--- src/rtl/sseg_scan_mux.sv ---
// -----------------------------------------------------------------------------
// sseg_scan_mux
//
// Time-multiplexes a 4-digit hex frame onto a 4-anode common-anode
// seven-segment display. A one-deep pending buffer with a valid/ready
// handshake keeps the display tear-free. A newly accepted frame becomes the
// active frame only at a frame boundary, which is the edge on which the
// refresh counter wraps after digit 3 and before digit 0. frame_start_o lets
// the upstream banner step its rotation once per displayed frame.
//
// Ports:
//   clk_i          system clock
//   rst_i          synchronous, active-high reset
//   hex_i[15:0]    frame digits; [3:0] = digit 0 (rightmost) .. [15:12] = digit 3
//   dp_i[3:0]      decimal point per digit, 1 = lit
//   blank_i[3:0]   per-digit blank, 1 = digit dark
//   frame_valid_i  upstream frame presented
//   frame_ready_o  pending buffer empty; a frame is accepted on valid & ready
//   frame_start_o  one-clock pulse on the first output cycle of digit 0
//   an_o[3:0]      anodes, active-low, an_o[k] drives digit k
//   sseg_o[6:0]    segments {g,f,e,d,c,b,a}, active-low
//   dp_o           decimal point, active-low
//
// Parameter N is the refresh counter width (min 3). Each digit is lit for
// 2^(N-2) clocks and a full frame lasts 2^N clocks.
// -----------------------------------------------------------------------------
module sseg_scan_mux #(
    parameter int N = 18
) (
    input  logic        clk_i,
    input  logic        rst_i,
    input  logic [15:0] hex_i,
    input  logic [3:0]  dp_i,
    input  logic [3:0]  blank_i,
    input  logic        frame_valid_i,
    output logic        frame_ready_o,
    output logic        frame_start_o,
    output logic [3:0]  an_o,
    output logic [6:0]  sseg_o,
    output logic        dp_o
);

    typedef struct packed {
        logic [15:0] hex;
        logic [3:0]  dp;
        logic [3:0]  blank;
    } frame_t;

    localparam frame_t BLANK_FRAME = '{hex: 16'h0000, dp: 4'h0, blank: 4'hF};

    logic [N-1:0] cnt;
    frame_t       active_q;
    frame_t       pending_q;
    logic         pending_valid_q;

    logic [1:0]   sel;
    logic         boundary;
    logic         accept;
    logic [3:0]   digit;
    logic [6:0]   seg_dec;
    logic [3:0]   an_next;
    logic [6:0]   sseg_next;
    logic         dp_next;

    // The two MSBs of the refresh counter walk the digits 0,1,2,3.
    assign sel      = cnt[N-1:N-2];
    assign boundary = &cnt;
    assign digit    = active_q.hex[{sel, 2'b00} +: 4];

    assign frame_ready_o = !pending_valid_q;
    assign accept        = frame_valid_i && !pending_valid_q;

    // Hex to active-low {g,f,e,d,c,b,a}.
    always_comb begin
        // NOTE: every signal assigned in a combinational block gets a default
        // first, so no path through the block leaves it unassigned (no latch).
        seg_dec = 7'b1111111;
        case (digit)
            4'h0: seg_dec = 7'b1000000;
            4'h1: seg_dec = 7'b1111001;
            4'h2: seg_dec = 7'b0100100;
            4'h3: seg_dec = 7'b0110000;
            4'h4: seg_dec = 7'b0011001;
            4'h5: seg_dec = 7'b0010010;
            4'h6: seg_dec = 7'b0000010;
            4'h7: seg_dec = 7'b1111000;
            4'h8: seg_dec = 7'b0000000;
            4'h9: seg_dec = 7'b0010000;
            4'hA: seg_dec = 7'b0001000;
            4'hB: seg_dec = 7'b0000011;
            4'hC: seg_dec = 7'b1000110;
            4'hD: seg_dec = 7'b0100001;
            4'hE: seg_dec = 7'b0000110;
            4'hF: seg_dec = 7'b0001110;
            default: seg_dec = 7'b1111111;
        endcase
    end

    // Next output word. A blanked digit keeps all anodes off and
    // also darkens the segment and decimal-point lines.
    always_comb begin
        an_next   = 4'b1111;
        sseg_next = 7'b1111111;
        dp_next   = 1'b1;
        if (!active_q.blank[sel]) begin
            an_next[sel] = 1'b0;
            sseg_next    = seg_dec;
            dp_next      = ~active_q.dp[sel];
        end
    end

    // Refresh counter, handshake, frame promotion and registered outputs.
    always_ff @(posedge clk_i) begin
        if (rst_i) begin
            cnt             <= '0;
            active_q        <= BLANK_FRAME;
            pending_valid_q <= 1'b0;
            an_o            <= 4'b1111;
            sseg_o          <= 7'b1111111;
            dp_o            <= 1'b1;
            frame_start_o   <= 1'b0;
        end else begin
            // NOTE: sequential state uses non-blocking assignments so every
            // right-hand side here sees the pre-edge value of the registers.
            cnt <= cnt + 1'b1;

            // When the buffer is full, accept is low, so a promotion and a
            // capture never compete. A frame captured on the boundary edge
            // itself waits for the following boundary.
            if (boundary && pending_valid_q) begin
                active_q        <= pending_q;
                pending_valid_q <= 1'b0;
            end else if (accept) begin
                pending_valid_q <= 1'b1;
            end

            an_o          <= an_next;
            sseg_o        <= sseg_next;
            dp_o          <= dp_next;
            frame_start_o <= (cnt == '0);
        end
    end

    // NOTE: the pending payload has no reset. pending_valid_q qualifies it, so
    // clearing the data would only add reset fan-out.
    always_ff @(posedge clk_i) begin
        if (accept) begin
            pending_q <= '{hex: hex_i, dp: dp_i, blank: blank_i};
        end
    end

endmodule

--- config.mk ---
export PLATFORM = sky130hd
export DESIGN_NAME = sseg_scan_mux
export DESIGN_NICKNAME = d
export VERILOG_FILES = /design/src/rtl/sseg_scan_mux.sv
export SDC_FILE = /design/constraint.sdc
export NUM_CORES = 1
export LEC_CHECK = 0
export CAP_MARGIN = 10
export CORE_MARGIN = 2
export CORE_UTILIZATION = 55
export CTS_CLUSTER_SIZE = 24
export DETAILED_ROUTE_END_ITERATION = 7
export GPL_TIMING_DRIVEN = 0
export PLACE_DENSITY = 0.83
export SLEW_MARGIN = 20
export SYNTH_ARGS = -nofsm -noshare
export SYNTH_HDL_FRONTEND = slang
export SYNTH_SLANG_ARGS = --single-unit
--- constraint.sdc ---
create_clock -name clk_i -period 3.2 [get_ports clk_i]
set_input_delay 0.32 -clock clk_i [delete_from_list [all_inputs] [get_ports clk_i]]
set_output_delay 0.32 -clock clk_i [all_outputs]
set_load 0.02 [all_outputs]
# Yosys cells after proc, flatten, opt, wreduce, memory -nomap -nowiden
# Memories as Yosys holds them, arrays and structs flattened. A register that Yosys moved wholly into a read port is not among the register bits.
# Cells that the tools add are included.
# Widths: inputs -> output; s select.
[classes] n_shift=1 reduce_logical=8 n_eq_ne=0 n_bitwise=2 muxes=6 n_div=0 mul=0 magnitude_cmp=2 addsub=1
[op_table] operator="$add 18x1->18 const B" n=1
[op_table] operator="$logic_not 18->1" n=1
[op_table] operator="$reduce_and 18->1" n=1
[op_table] operator="$shiftx 16x5->4" n=1
[op_table] operator="$bmux 1 s2" n=2
[op_table] operator="$not 4->4" n=1
[op_table] operator="$reduce_or 2->1" n=2
[op_table] operator="$logic_and 1x1->1" n=3
[op_table] operator="$lt 2x3->1 const B" n=1
[op_table] operator="$mux 1" n=3
[op_table] operator="$demux 1 s2" n=1
[op_table] operator="$ge 2x1->1 const B" n=1
[op_table] operator="$logic_not 1->1" n=1
[op_table] operator="$not 1->1" n=1
[totals] ramBits=0 latchBits=0 register_bits=73 n_memories=1 mem_bits_ro=112 word_cells=32 output_inout_bits=14
[memory_table] memory="(name not given)" words=16 word_bits=7 rd=1 rd_clocked_by_memory_dff=1 write_ports=0 line="78" source="case (digit)"

# Depth between registers and ports, before layout
# Gate-level depths: netlist of run 1.
[logic_depth] word_depth=5 ltp_mapped=8 depth_no_buf=7

# Least setup slack after synthesis of run 1
# OpenSTA, ideal clock, no wires.
[synth_timing] path_kind="register -> register" from="register cnt[17]" to="register sseg_o[3]" slack_ns=1.245 arrival_ns=1.826 stages_incl_launch_ff=7 t_required_ns=3.072 setup_ns=0.128 period_less_slack_ns=1.955 path_cell_list="dfxtp_1 -> buf_2 -> mux4_2 -> ha_1 -> mux2_2 -> mux2i_1 -> nand2_1"
[synth_via] elab_chain_len=3 word_cells_on_any_way=4
[synth_rtl] item="start, declared" line="51" source="logic [N-1:0] cnt;"
[synth_rtl] item="start signal, assigned" line="125" source="cnt <= cnt + 1'b1;"
[synth_rtl] item="parallel branches: the longest is 3 deep, another holds $shiftx 16x5->4"
[synth_rtl] item="end, declared" line="39" source="output logic [6:0] sseg_o,"
# Parallel ways; which one is timed is not known. The select of a mux whose other input is x is not followed.
# A chain may end at the register's enable or synchronous reset.

# Final worst setup path of run 1
[layout_timing] from="register cnt[16]" to="register sseg_o[1]"
# The elaborated chain is that of the path after synthesis.

==> results_tabular.tex, run 1 <==
\begin{tabular}{lr}
\hline
Metric & Value \\
\hline
\multicolumn{2}{l}{\textbf{Cells and area}} \\
\quad Ant. Diodes & 0 \\
\quad Count of nets after finishing & 380 \\
\quad Final Util & roughly 70\% \\
\quad Fraction of layout instances using a drive strength above 1 & between 10\% and 20\% \\
\quad Relative area change from synthesis to final layout & 22.5\% \\
\multicolumn{2}{l}{\textbf{Timing}} \\
\quad Fin crit period & around 2.3 ns \\
\quad Fin Setup TNS & 0 ns \\
\quad Final-report max-slew violation count & 0 \\
\quad Final setup violating endpoints & 0 \\
\quad Setup repair after global routing missed its margin & false \\
\quad Fraction of the cycle the final worst path needs & between 70\% and 80\% \\
\quad Maximum operating frequency & between 400 and 500 MHz \\
\quad Hold slack final & between 0.3 and 0.4 ns \\
\quad Relative max-transition margin & around 60\% \\
\quad Final Skew & around 0.0090 ns \\
\quad Number of failing hold endpoints at the final stage & 0 \\
\quad Worst Max-Slew Pin Slew & a little over 0.6 ns \\
\multicolumn{2}{l}{\textbf{Worst setup path}} \\
\quad Cell repeated most along the worst path & sky130\_fd\_sc\_hd\_\_o211ai\_1 \\
\quad Critical path peak fanout & 10 \\
\quad Slowest library cell on the worst path & sky130\_fd\_sc\_hd\_\_buf\_1 \\
\quad Critical setup path kind & flop to flop \\
\quad Kind of capture point of the worst setup path & flop \\
\quad Nature of the critical path startpoint & flop \\
\quad Crit-path cells & buf\_1 > mux4\_2 > inv\_1 > ha\_1 > o211ai\_1 > o211ai\_1 \\
\quad Data arrival at the endpoint of the critical path & about 2.5 ns \\
\quad Biggest cell delay along the critical path & approximately 0.5 ns \\
\quad Data required time at the worst endpoint & 3.41 ns \\
\multicolumn{2}{l}{\textbf{Yosys}} \\
\quad Synthesized cell area & approximately 0.0032 mm² \\
\quad FFs w/ async S/R, synth & 0\% \\
\quad Top post-synthesis cells by area & sky130\_fd\_sc\_hd\_\_dfxtp\_1 (35\%), sky130\_fd\_sc\_hd\_\_edfxtp\_1 (22\%), sky130\_fd\_sc\_hd\_\_nand3\_1 (4.5\%) \\
\quad Net count after synthesis & about 330 \\
\quad Post-synth EDFFs & 24 \\
\quad Post-Synthesis Mean Instance Area & 10.9 µm² \\
\quad Synthesized flop and latch total & 80 \\
\quad Number of library cell types mapped by synthesis & 42 \\
\quad Post-synth top area cell & sky130\_fd\_sc\_hd\_\_dfxtp\_1 \\
\quad Total of warnings raised by yosys & 0 \\
\quad Fraction of the yosys area taken by sequential cells & a little under three fifths \\
\quad Post-synthesis cell count & around 290 \\
\quad Area share of the largest cell type after synthesis & between 30\% and 40\% \\
\quad Main flop type after synthesis & sky130\_fd\_sc\_hd\_\_dfxtp\_1 \\
\multicolumn{2}{l}{\textbf{Floorplan}} \\
\quad Total die area & 0.00646 mm² \\
\quad CORE AREA & between 0.005 and 0.006 mm² \\
\quad Std cell rows & 27 \\
\quad Die extent in y & roughly 80 µm \\
\quad IO Count & between 40 and 50 \\
\quad Chip Width & about 80 µm \\
\quad Starting density of the core & between 50\% and 60\% \\
\multicolumn{2}{l}{\textbf{Clock tree}} \\
\quad Number of buffers inserted by hold repair at cts & 0 \\
\quad Clock tree from TritonCTS & done \\
\quad Clock-pin slew on the worst setup and hold paths & $\sim$0.090 ns \\
\quad Total clock sinks & 80 \\
\quad Maximum clock path buffer count & 2 \\
\quad Clock latency reported for the late side of the worst-skew pair & 0.35 ns \\
\quad Setup Fix Bufs, Post-CTS & 0 \\
\quad Number of clock buffers inserted by TritonCTS & 9 \\
\quad Number of levels the H-tree was split into & 3 \\
\quad \# resized after CTS & 0 \\
\quad CTS Root Buffer Type & sky130\_fd\_sc\_hd\_\_clkbuf\_8 \\
\multicolumn{2}{l}{\textbf{Placement}} \\
\quad Global placer's final weighted congestion & approximately 0.85 \\
\quad Count of buffers inserted at the top-level ports & 39 \\
\quad Dpl hpwl & about 4500 µm \\
\multicolumn{2}{l}{\textbf{Detailed routing}} \\
\quad WL final & 6610 µm \\
\quad Detail Route Antenna Nets & 0 \\
\quad DRC violation count after routing & 0 \\
\quad Mean number of vias per cell & slightly below 6 \\
\quad Total number of vias & approximately 2.4k \\
\quad Average detailed-routed wire length per instance & 15.7 µm \\
\quad Drt first-iter violations & approximately 250 \\
\quad DR pass1 iterations & 4 \\
\multicolumn{2}{l}{\textbf{GRT}} \\
\quad Global-route wire length before repair & 10500 µm \\
\quad Number of global-route vias before repair & around 2.3k \\
\quad Pin count of the biggest net entering global routing & 19 \\
\quad All-layer global routing usage & $\sim$22\% \\
\quad Remaining global-route overflow & 0 \\
\quad Number of antenna violations at the first check in global routing & 0 \\
\multicolumn{2}{l}{\textbf{Hold path}} \\
\quad Class of the tightest hold or removal check & primary input to flop \\
\multicolumn{2}{l}{\textbf{Power and ir drop}} \\
\quad Overall Power & just under 2 mW \\
\quad Max VDD drop & roughly 0.00038 V \\
\quad Net Switching & $\sim$0.43 mW \\
\quad Pwr/cell area & 506 mW/mm² \\
\quad Comb power frac & 3.6\% \\
\quad Clock share of power & between 40\% and 50\% \\
\quad Design internal power & around 1.6 mW \\
\quad Switching share of power & between 20\% and 30\% \\
\quad Leakage component of the power & between 1 and 1.5 nW \\
\quad Sequential share of power & a little over half \\
\multicolumn{2}{l}{\textbf{Run}} \\
\quad Maxcap violations & 0 \\
\multicolumn{2}{l}{\textbf{Status}} \\
\quad Result of the run & completed \\
\hline
\end{tabular}
-- cells in the mapped netlist, types with 2 or more instances --
cell                       number
sky130_fd_sc_hd__and3_1         4
sky130_fd_sc_hd__xor2_1         3
sky130_fd_sc_hd__mux2i_1        3
sky130_fd_sc_hd__o211ai_1       2
sky130_fd_sc_hd__nor2_1        16
sky130_fd_sc_hd__o221ai_1       4
sky130_fd_sc_hd__xnor2_1        8
sky130_fd_sc_hd__buf_2          3
sky130_fd_sc_hd__or4_1          3
sky130_fd_sc_hd__and4_1         2
sky130_fd_sc_hd__o21ai_0       24
sky130_fd_sc_hd__clkbuf_1      12
sky130_fd_sc_hd__a21oi_1       28
sky130_fd_sc_hd__nor3_1         3
sky130_fd_sc_hd__ha_1           8
sky130_fd_sc_hd__nand4_1        4
sky130_fd_sc_hd__inv_1         10
sky130_fd_sc_hd__mux4_2         6
sky130_fd_sc_hd__dfxtp_1       56
sky130_fd_sc_hd__nor2b_1        3
sky130_fd_sc_hd__o31ai_1        2
sky130_fd_sc_hd__edfxtp_1      24
sky130_fd_sc_hd__or3_1          4
sky130_fd_sc_hd__buf_1          2
sky130_fd_sc_hd__nor4_1         4
sky130_fd_sc_hd__a211o_1        4
sky130_fd_sc_hd__nand2b_1       2
sky130_fd_sc_hd__nand2_1        8
sky130_fd_sc_hd__nand3_1       29
-- cell type report --
type / count / area [µm²]
Buffer: 18 / 72.6
Clock buffer: 9 / 124
Clock inverter: 7 / 104
Fill cell: 425 / 1640
Inverter: 10 / 37.5
Multi-Input combinational cell: 186 / 1260
Sequential cell: 80 / 1840
Tap cell: 72 / 90.1
Timing Repair Buffer: 40 / 402
-- kinds of logic after synthesis --
kind of cell | after synthesis | synth area share, %
AOI/OAI and AO/OA | 66 | 11.7
xor gates and xnor gates | 11 | 3.00
adders and majority gates | 8 | 3.12
buffers and inverters | 28 | 3.43
DFF | 80 | 57.4
muxes | 10 | 5.50
and+or+nand+nor | 91 | 15.8
-- flip-flops by register name (all words and copies together), names as in the netlist --
name,flops
dp_o,1
frame_start_o,1
cnt,18
pending_valid_q,1
an_o,4
pending_q,24
active_q,24
sseg_o,7
-- layout by cell type, fill, tap and decap left out, types with 2 or more instances in the layout --
| cell | Yosys | routed |
|---|---|---|
| sky130_fd_sc_hd__mux2i_1 | 3 | 3 |
| sky130_fd_sc_hd__xnor2_1 | 8 | 8 |
| sky130_fd_sc_hd__inv_6 | 0 | 2 |
| sky130_fd_sc_hd__and3_1 | 4 | 4 |
| sky130_fd_sc_hd__bufinv_16 | 0 | 2 |
| sky130_fd_sc_hd__mux4_2 | 6 | 6 |
| sky130_fd_sc_hd__xor2_1 | 3 | 3 |
| sky130_fd_sc_hd__nor2b_1 | 3 | 2 |
| sky130_fd_sc_hd__nand2b_1 | 2 | 2 |
| sky130_fd_sc_hd__clkbuf_8 | 0 | 9 |
| sky130_fd_sc_hd__or4_1 | 3 | 3 |
| sky130_fd_sc_hd__nand2_1 | 8 | 8 |
| sky130_fd_sc_hd__buf_1 | 2 | 2 |
| sky130_fd_sc_hd__clkinv_4 | 0 | 3 |
| sky130_fd_sc_hd__o221ai_1 | 4 | 4 |
| sky130_fd_sc_hd__o21ai_0 | 24 | 24 |
| sky130_fd_sc_hd__nor3_1 | 3 | 3 |
| sky130_fd_sc_hd__clkbuf_1 | 12 | 12 |
| sky130_fd_sc_hd__o211ai_1 | 2 | 2 |
| sky130_fd_sc_hd__edfxtp_1 | 24 | 24 |
| sky130_fd_sc_hd__nor2_1 | 16 | 16 |
| sky130_fd_sc_hd__a211o_1 | 4 | 4 |
| sky130_fd_sc_hd__inv_1 | 10 | 10 |
| sky130_fd_sc_hd__nand4_1 | 4 | 4 |
| sky130_fd_sc_hd__ha_1 | 8 | 8 |
| sky130_fd_sc_hd__nand3_1 | 29 | 29 |
| sky130_fd_sc_hd__o31ai_1 | 2 | 2 |
| sky130_fd_sc_hd__clkdlybuf4s50_1 | 0 | 39 |
| sky130_fd_sc_hd__and4_1 | 2 | 2 |
| sky130_fd_sc_hd__buf_2 | 3 | 3 |
| sky130_fd_sc_hd__dfxtp_1 | 56 | 56 |
| sky130_fd_sc_hd__a21oi_1 | 28 | 28 |
| sky130_fd_sc_hd__or3_1 | 4 | 4 |
| sky130_fd_sc_hd__nor4_1 | 4 | 4 |
-- worst paths after layout --
kind,from,to,slack [ns],cells after the start
max,cnt[16],sseg_o[1],0.90,6
min,rst_i,cnt[1],0.35,2
max reg2reg,cnt[16],sseg_o[1],0.90,6
min reg2reg,active_q[1],active_q[1],0.47,1
-- metal layers --
| metal | vias to the layer above | global-route usage [%] | routed length, µm | part of all wire (%) |
|---|---|---|---|---|
| met1 | 1161 | 27.4 | 2840 | 43 |
| met2 | 88 | 35.3 | 3250 | 49 |
| met4 | 0 | 13.4 | 157 | 2.4 |
| met3 | 11 | 4.49 | 360 | 5.4 |
| li1 | 1182 | - | - | - |
| met5 | - | 0 | 0 | 0 |
-- worst max-delay path: cells and delay by family (launching register included) --
kind,cells,cell delay (ns)
mux,1,0.49
flops,1,0.43
fa+ha+maj,1,0.27
compound gates,2,0.31
buf+inv,2,0.68
-- power groups by stage --
stage | sequential, mW | combinational [mW] | clock [mW]
2_1_floorplan | 1.10 | 0.0246 | 0
3_3_place_gp | 1.10 | 0.0673 | 0
3_5_place_dp | 1.10 | 0.0719 | 0
4_1_cts | 1.08 | 0.0724 | 0.844
5_1_grt | 1.08 | 0.0783 | 0.888
6_report | 1.08 | 0.0719 | 0.839
-- per-stage QoR --
stage	setup WS, ns	area [µm²]	cells
detailed placement	0.957	3700	406
global route	0.771	3930	422
floorplan	1.25	3210	294
finish	0.901	3930	422
CTS	0.927	3930	422
global placement	0.554	3690	405
(Power assumes the default switching activity.)
==> inputs of run 2 (changes only) <==
--- a/config.mk
+++ b/config.mk
@@ -7,11 +7,11 @@
 export LEC_CHECK = 0
 export CAP_MARGIN = 10
 export CORE_MARGIN = 2
-export CORE_UTILIZATION = 55
+export CORE_UTILIZATION = 49
 export CTS_CLUSTER_SIZE = 24
 export DETAILED_ROUTE_END_ITERATION = 7
 export GPL_TIMING_DRIVEN = 0
-export PLACE_DENSITY = 0.83
+export PLACE_DENSITY = 0.79
 export SLEW_MARGIN = 20
 export SYNTH_ARGS = -nofsm -noshare
 export SYNTH_HDL_FRONTEND = slang
==> constraint.sdc (replaced) <==
create_clock -name clk_i -period 2 [get_ports clk_i]
set_input_delay 0.2 -clock clk_i [delete_from_list [all_inputs] [get_ports clk_i]]
set_output_delay 0.2 -clock clk_i [all_outputs]
set_load 0.02 [all_outputs]
==> results_tabular.tex, run 2 (synthesized netlist as in run 1, its figures left out) <==
\begin{tabular}{lr}
\hline
Metric & Value \\
\hline
\multicolumn{2}{l}{\textbf{Status}} \\
\quad Result of the run & completed \\
\multicolumn{2}{l}{\textbf{Cells and area}} \\
\quad Count of nets after finishing & $\sim$380 \\
\quad Area occupied by multi-input gates & $\sim$0.0013 mm² \\
\quad Most frequent standard cell in the layout excluding fill and tap cells & sky130\_fd\_sc\_hd\_\_dfxtp\_1 \\
\quad Non-filler cells in the finished layout & 431 \\
\quad Fraction of layout instances using a drive strength above 1 & 14.1\% \\
\quad Layout fillers & roughly 520 \\
\quad Register area & around 0.0018 mm² \\
\quad Biggest registers after layout & active\_q x24, pending\_q x24, cnt x18 \\
\quad Relative area change from synthesis to final layout & 23.6\% \\
\quad Final Util & $\sim$62\% \\
\quad Commonest non-fill, non-tap cells in the layout & sky130\_fd\_sc\_hd\_\_dfxtp\_1 (55), sky130\_fd\_sc\_hd\_\_clkdlybuf4s50\_1 (39), sky130\_fd\_sc\_hd\_\_nand3\_1 (29), sky130\_fd\_sc\_hd\_\_a21oi\_1 (28), sky130\_fd\_sc\_hd\_\_edfxtp\_1 (24) \\
\quad Ant. Diodes & 0 \\
\multicolumn{2}{l}{\textbf{Clock tree}} \\
\quad Clock tree from TritonCTS & done \\
\quad Clock-pin slew on the worst setup and hold paths & approximately 0.08 ns \\
\quad Maximum clock path buffer count & 2 \\
\quad Total clock sinks & 80 \\
\quad Number of clock buffers inserted by TritonCTS & 9 \\
\quad Clock latency reported for the late side of the worst-skew pair & around 0.36 ns \\
\quad Number of levels the H-tree was split into & 3 \\
\quad Number of buffers inserted by hold repair at cts & 0 \\
\quad CTS Root Buffer Type & sky130\_fd\_sc\_hd\_\_clkbuf\_8 \\
\multicolumn{2}{l}{\textbf{Worst setup path}} \\
\quad Nature of the critical path startpoint & flop \\
\quad Critical path peak fanout & 10 \\
\quad Kind of capture point of the worst setup path & flop \\
\quad Critical setup path kind & flop to flop \\
\quad Data required time at the worst endpoint & approximately 2.2 ns \\
\quad Data arrival at the endpoint of the critical path & between 2 and 2.5 ns \\
\multicolumn{2}{l}{\textbf{Detailed routing}} \\
\quad Total number of vias & 2427 \\
\quad DR pass1 iterations & 4 \\
\quad Average detailed-routed wire length per instance & 14.8 µm \\
\quad Mean number of vias per cell & approximately 5.6 \\
\quad Detail Route Antenna Nets & 0 \\
\quad DRC violation count after routing & 0 \\
\quad Drt first-iter violations & approximately 190 \\
\quad WL final & 6390 µm \\
\multicolumn{2}{l}{\textbf{Timing}} \\
\quad Maximum operating frequency & 512 MHz \\
\quad Final setup violating endpoints & 0 \\
\quad Worst Max-Slew Pin Slew & between 0.5 and 0.6 ns \\
\quad Final-report max-slew violation count & 0 \\
\quad Final Skew & roughly 0.014 ns \\
\quad Number of failing hold endpoints at the final stage & 0 \\
\quad Fraction of the cycle the final worst path needs & 97.7\% \\
\quad Fin Setup TNS & 0 ns \\
\quad Setup repair after global routing missed its margin & true \\
\quad Fin crit period & 1.95 ns \\
\quad Relative max-transition margin & 63.6\% \\
\multicolumn{2}{l}{\textbf{Power and ir drop}} \\
\quad Switching share of power & roughly a quarter \\
\quad Leakage component of the power & approximately 1.3 nW \\
\quad Net Switching & $\sim$0.70 mW \\
\quad Max VDD drop & around 0.00057 V \\
\quad Overall Power & roughly 3 mW \\
\quad Pwr/cell area & $\sim$740 mW/mm² \\
\quad Design internal power & between 2 and 2.5 mW \\
\quad Comb power frac & 3.9\% \\
\quad Sequential share of power & between 50\% and 60\% \\
\quad Clock share of power & between 30\% and 40\% \\
\multicolumn{2}{l}{\textbf{Placement}} \\
\quad Count of buffers inserted at the top-level ports & 39 \\
\quad Dpl hpwl & $\sim$4400 µm \\
\quad Placed Instances & slightly above 400 \\
\quad Global placer's final weighted congestion & between 0.8 and 0.9 \\
\multicolumn{2}{l}{\textbf{Floorplan}} \\
\quad CORE AREA & roughly 0.0063 mm² \\
\quad IO Count & between 40 and 50 \\
\quad Chip Width & $\sim$85 µm \\
\quad Total die area & $\sim$0.007 mm² \\
\quad Die extent in y & around 85 µm \\
\quad Starting density of the core & around 51\% \\
\quad Std cell rows & 29 \\
\multicolumn{2}{l}{\textbf{GRT}} \\
\quad Number of global-route vias before repair & $\sim$2.3k \\
\quad Number of antenna violations at the first check in global routing & 0 \\
\quad Global-route wire length before repair & roughly 10000 µm \\
\quad All-layer global routing usage & around a fifth \\
\quad Remaining global-route overflow & 0 \\
\quad Pin count of the biggest net entering global routing & 19 \\
\multicolumn{2}{l}{\textbf{Run}} \\
\quad Maxcap violations & 0 \\
\multicolumn{2}{l}{\textbf{Hold path}} \\
\quad Class of the tightest hold or removal check & primary input to flop \\
\hline
\end{tabular}
[run 2: cell types whose count changed in the layout (fill, tap and decap cells not counted), sizes merged]
cell | previous run | this run
clkbuf | 22 | 23
clkinvlp | 0 | 2
bufinv | 2 | 0
clkinv | 3 | 1
inv | 12 | 14
buf | 6 | 9
[run 2: timing repair]
action	CTS	global route
resized for setup	6	20
gates cloned	0	0
endpoints found under the setup margin	35	30
setup buffers	2	2
pin swaps	1	0
hold endpoints to repair	0	0
[run 2: per-stage QoR]
stage               hold slack (ns)  instance area (µm²)  setup WS [ns]
CTS                           0.259                 3920         0.0165
floorplan                     0.299                 3210         0.0454
finish                        0.251                 3970         0.0463
global route                  0.276                 3970        -0.0133
global placement              0.446                 3700         -0.485
detailed placement            0.451                 3710         -0.270
[run 2: final timing paths]
kind	start	end	slack, ns	depth (start not counted)
worst max-delay path	cnt[17]	sseg_o[3]	0.05	6
worst min-delay path	rst_i	cnt[1]	0.25	2
worst max register to register	cnt[17]	sseg_o[3]	0.05	6
worst min register to register	active_q[1]	active_q[1]	0.47	1
[run 2: worst max-delay path, stage by stage (launching register included)]
cell	delay, ns
sky130_fd_sc_hd__dfxtp_4	0.39
sky130_fd_sc_hd__buf_8	0.14
sky130_fd_sc_hd__mux4_2	0.58
sky130_fd_sc_hd__ha_2	0.24
sky130_fd_sc_hd__mux2_2	0.27
sky130_fd_sc_hd__mux2i_1	0.15
sky130_fd_sc_hd__nand2_1	0.07
[run 2: cell type report]
type	count	share of cell area, %
Timing Repair Buffer	44	10.9
Buffer	18	2.24
Multi-Input combinational cell	186	32.4
Tap cell	77	2.43
Inverter	10	0.946
Clock inverter	7	1.48
Clock buffer	9	3.12
Sequential cell	80	46.5
[run 2: power by group through the flow]
stage	sequential [mW]	combinational, mW	clock [mW]
CTS	1.72	0.118	1.12
detailed placement	1.76	0.117	0
global route	1.73	0.126	1.20
finish	1.72	0.116	1.10
floorplan	1.76	0.0393	0
global placement	1.76	0.108	0
[run 2: layer usage]
metal / part of all wire, % / GRT usage, % / vias to the layer above
li1: - / - / 1187
met2: 52 / 29.2 / 66
met4: 1.8 / 9.09 / 0
met1: 42 / 24.3 / 1165
met3: 5.0 / 4.86 / 9
met5: 0 / 0 / -
==> inputs of run 3 (changes only) <==
--- a/config.mk
+++ b/config.mk
@@ -5,9 +5,9 @@
 export SDC_FILE = /design/constraint.sdc
 export NUM_CORES = 1
 export LEC_CHECK = 0
+export ABC_AREA = 1
 export CAP_MARGIN = 10
-export CORE_MARGIN = 2
-export CORE_UTILIZATION = 49
+export CORE_UTILIZATION = 50
 export CTS_CLUSTER_SIZE = 24
 export DETAILED_ROUTE_END_ITERATION = 7
 export GPL_TIMING_DRIVEN = 0
==> results_tabular.tex, run 3 <==
\begin{tabular}{lr}
\hline
Metric & Value \\
\hline
\multicolumn{2}{l}{\textbf{Timing}} \\
\quad Worst Max-Slew Pin Slew & $\sim$0.48 ns \\
\quad Setup repair after global routing missed its margin & false \\
\quad Final Skew & between 0.009 and 0.01 ns \\
\quad Final setup violating endpoints & 0 \\
\quad Hold slack final & roughly 0.13 ns \\
\quad Final-report max-slew violation count & 0 \\
\quad Relative max-transition margin & between 60\% and 70\% \\
\quad Fraction of the cycle the final worst path needs & just over 90\% \\
\quad Number of failing hold endpoints at the final stage & 0 \\
\quad Fin crit period & approximately 1.8 ns \\
\quad Maximum operating frequency & 541 MHz \\
\multicolumn{2}{l}{\textbf{Worst setup path}} \\
\quad Biggest cell delay along the critical path & around 0.3 ns \\
\quad Slowest library cell on the worst path & sky130\_fd\_sc\_hd\_\_dfxtp\_1 \\
\quad Depth of the worst register-to-register path & 12 \\
\quad Crit Reg-Reg Startpoint & cnt[17] \\
\quad Data required time at the worst endpoint & around 2.2 ns \\
\quad Critical setup path kind & flop to flop \\
\quad End of the worst register-to-register path & sseg\_o[3] \\
\quad Category of cells accounting for the largest share of critical-path delay & simple AND/OR/NAND/NOR gates \\
\quad Nature of the critical path startpoint & flop \\
\quad Critical path peak fanout & 10 \\
\quad Crit-path cells & buf\_2 > inv\_1 > nor2\_4 > nand2\_1 > nand2\_1 > nor2\_4 > inv\_1 > ha\_1 > nand2\_1 > nand2\_1 > nand2\_1 > nand3\_1 \\
\quad Critical path buffers and inverters & 3 \\
\quad Cell repeated most along the worst path & sky130\_fd\_sc\_hd\_\_nand2\_1 \\
\quad Data arrival at the endpoint of the critical path & around 2.1 ns \\
\quad Kind of capture point of the worst setup path & flop \\
\quad Setup slack, reg-to-reg & around 0.15 ns \\
\multicolumn{2}{l}{\textbf{Yosys}} \\
\quad Post-synthesis cell count & 437 \\
\quad Top post-synthesis cells by area & sky130\_fd\_sc\_hd\_\_dfxtp\_1 (32\%), sky130\_fd\_sc\_hd\_\_edfxtp\_1 (21\%), sky130\_fd\_sc\_hd\_\_nand2\_1 (12\%) \\
\quad FFs w/ async S/R, synth & 0\% \\
\quad List of most frequent post-synthesis cells & sky130\_fd\_sc\_hd\_\_nand2\_1 (115), sky130\_fd\_sc\_hd\_\_nor2\_1 (57), sky130\_fd\_sc\_hd\_\_dfxtp\_1 (56), sky130\_fd\_sc\_hd\_\_nand3\_1 (46), sky130\_fd\_sc\_hd\_\_inv\_1 (44) \\
\quad Area share of the largest cell type after synthesis & 32.0\% \\
\quad Post-synth EDFFs & 24 \\
\quad Post-Synthesis Mean Instance Area & between 8 and 9 µm² \\
\quad Post-synth top area cell & sky130\_fd\_sc\_hd\_\_dfxtp\_1 \\
\quad Synthesized cell area & between 0.003 and 0.004 mm² \\
\quad Synthesized flop and latch total & 80 \\
\quad Number of library cell types mapped by synthesis & 28 \\
\quad Net count after synthesis & between 400 and 500 \\
\quad Most numerous cell in the Yosys netlist & sky130\_fd\_sc\_hd\_\_nand2\_1 \\
\quad Fraction of the yosys area taken by sequential cells & a little over half \\
\quad Main flop type after synthesis & sky130\_fd\_sc\_hd\_\_dfxtp\_1 \\
\quad Total of warnings raised by yosys & 0 \\
\multicolumn{2}{l}{\textbf{Clock tree}} \\
\quad Clock-pin slew on the worst setup and hold paths & around 0.08 ns \\
\quad Maximum clock path buffer count & 2 \\
\quad Number of clock buffers inserted by TritonCTS & 9 \\
\quad Total clock sinks & 80 \\
\quad Clock latency reported for the late side of the worst-skew pair & around 0.36 ns \\
\quad Clock tree from TritonCTS & done \\
\quad CTS Root Buffer Type & sky130\_fd\_sc\_hd\_\_clkbuf\_8 \\
\quad Number of levels the H-tree was split into & 3 \\
\multicolumn{2}{l}{\textbf{Detailed routing}} \\
\quad Total number of vias & approximately 2.9k \\
\quad Average detailed-routed wire length per instance & 11.5 µm \\
\quad DR pass1 iterations & 4 \\
\quad Mean number of vias per cell & between 4 and 5 \\
\quad DRC violation count after routing & 0 \\
\quad Drt first-iter violations & approximately 110 \\
\quad Detail Route Antenna Nets & 0 \\
\quad WL final & just under 7000 µm \\
\multicolumn{2}{l}{\textbf{Placement}} \\
\quad Placed Instances & about 570 \\
\quad Global placer's final weighted congestion & $\sim$0.89 \\
\quad Dpl hpwl & approximately 4900 µm \\
\quad Count of buffers inserted at the top-level ports & 39 \\
\multicolumn{2}{l}{\textbf{GRT}} \\
\quad All-layer global routing usage & between 20\% and 30\% \\
\quad Number of global-route vias before repair & between 2k and 3k \\
\quad Global-route wire length before repair & around 11000 µm \\
\quad Pin count of the biggest net entering global routing & 19 \\
\quad Number of antenna violations at the first check in global routing & 0 \\
\quad Remaining global-route overflow & 0 \\
\multicolumn{2}{l}{\textbf{Cells and area}} \\
\quad Count of nets after finishing & between 500 and 600 \\
\quad Most frequent standard cell in the layout excluding fill and tap cells & sky130\_fd\_sc\_hd\_\_nand2\_1 \\
\quad Layout fillers & 584 \\
\quad Fraction of layout instances using a drive strength above 1 & 8.52\% \\
\quad Biggest registers after layout & active\_q x24, pending\_q x24, cnt x18 \\
\quad Commonest non-fill, non-tap cells in the layout & sky130\_fd\_sc\_hd\_\_nand2\_1 (114), sky130\_fd\_sc\_hd\_\_dfxtp\_1 (55), sky130\_fd\_sc\_hd\_\_nor2\_1 (54), sky130\_fd\_sc\_hd\_\_nand3\_1 (46), sky130\_fd\_sc\_hd\_\_inv\_1 (44) \\
\quad Relative area change from synthesis to final layout & 20.0\% \\
\quad Ant. Diodes & 0 \\
\quad Non-filler cells in the finished layout & just under 600 \\
\multicolumn{2}{l}{\textbf{Floorplan}} \\
\quad Starting density of the core & between 50\% and 60\% \\
\quad Std cell rows & 30 \\
\quad CORE AREA & around 0.0068 mm² \\
\quad Total die area & 0.00734 mm² \\
\quad Die extent in y & roughly 86 µm \\
\quad IO Count & 41 \\
\quad Chip Width & about 86 µm \\
\multicolumn{2}{l}{\textbf{Hold path}} \\
\quad Class of the tightest hold or removal check & primary input to flop \\
\quad Worst hold stages & 2 \\
\quad Min-Delay Endpoint & cnt[0] \\
\quad Hold\_sp & rst\_i \\
\multicolumn{2}{l}{\textbf{Status}} \\
\quad Result of the run & completed \\
\multicolumn{2}{l}{\textbf{Power and ir drop}} \\
\quad Pwr/cell area & 684 mW/mm² \\
\quad Max VDD drop & approximately 0.0005 V \\
\quad Leakage component of the power & about 1.7 nW \\
\multicolumn{2}{l}{\textbf{Run}} \\
\quad Maxcap violations & 0 \\
\hline
\end{tabular}
[run 3: cells by family (layout without fill, tap and decap cells)]
group           count (synthesis)  after routing  share of synthesized area (%)
simple gates                  235            235                           28.4
flops                          80             80                           52.6
buf+inv                        65            121                           8.51
compound gates                 45             45                           6.55
fa+ha+maj                       8              8                           2.86
xor+xnor                        4              4                           1.00
[run 3: worst register-to-register path, cell delays in order (launching register included)]
cell	delay (ns)
sky130_fd_sc_hd__dfxtp_1	0.30
sky130_fd_sc_hd__buf_2	0.18
sky130_fd_sc_hd__inv_1	0.20
sky130_fd_sc_hd__nor2_4	0.07
sky130_fd_sc_hd__nand2_1	0.07
sky130_fd_sc_hd__nand2_1	0.09
sky130_fd_sc_hd__nor2_4	0.19
sky130_fd_sc_hd__inv_1	0.11
sky130_fd_sc_hd__ha_1	0.23
sky130_fd_sc_hd__nand2_1	0.11
sky130_fd_sc_hd__nand2_1	0.06
sky130_fd_sc_hd__nand2_1	0.06
sky130_fd_sc_hd__nand3_1	0.06
[run 3: report_power, final]
| part | switching (mW) | internal, mW | total [mW] |
|---|---|---|---|
| Clock | 0.568 | 0.449 | 1.02 |
| Sequential | 0.0140 | 1.71 | 1.72 |
| Combinational | 0.0625 | 0.0710 | 0.133 |
[run 3: timing repair]
item	in CTS	in global routing
hold buffers	0	0
resized for setup	0	6
buffers inserted	0	0
setup endpoints to repair	0	6
[run 3: area by class of cell]
class	instances	area (µm²)	area share, %
tap	96	120	2.86
sequential	80	1840	43.9
buffer	15	110	2.62
multi-input combinational	292	1380	32.8
timing repair buffer	40	402	9.56
inverter	50	188	4.47
clock inverter	3	18.8	0.447
clock buffer	13	139	3.31
[run 3: how the worst max path moves through the flow]
| stage | from | endpoint | slack, ns | depth (start not counted) |
|---|---|---|---|---|
| after floorplan | pending_valid_q | pending_q[0] | 0.25 | 1 |
| after global placement | frame_valid_i | pending_q[16] | -0.44 | 3 |
| after detailed placement | cnt[17] | sseg_o[5] | 0.11 | 12 |
| after CTS | cnt[16] | sseg_o[5] | 0.08 | 11 |
| after global routing | cnt[17] | sseg_o[4] | 0.0002 | 11 |
| final | cnt[17] | sseg_o[3] | 0.15 | 12 |
[run 3: metrics by stage]
| stage | cell area (µm²) | worst slack (ns) | total power, mW | util (%) | setup TNS, ns |
|---|---|---|---|---|---|
| after floorplan | 3500 | 0.251 | 1.82 | - | 0 |
| after global placement | 4010 | -0.438 | 1.89 | 59.0 | -10.46 |
| after detailed placement | 4020 | 0.107 | 1.89 | 59.2 | 0 |
| after CTS | 4180 | 0.0752 | 2.88 | 61.5 | 0 |
| after global routing | 4200 | 0.000242 | 2.97 | 61.8 | 0 |
| final | 4200 | 0.151 | 2.87 | 61.8 | 0 |
[run 3: routing by layer]
metal | track usage (%) | vias to the layer above | routed length (µm)
met1 | 22.3 | 1321 | 2920
met3 | 6.26 | 11 | 325
li1 | - | 1494 | -
met5 | 0 | - | 0
met2 | 34.7 | 76 | 3410
met4 | 10.8 | 0 | 110
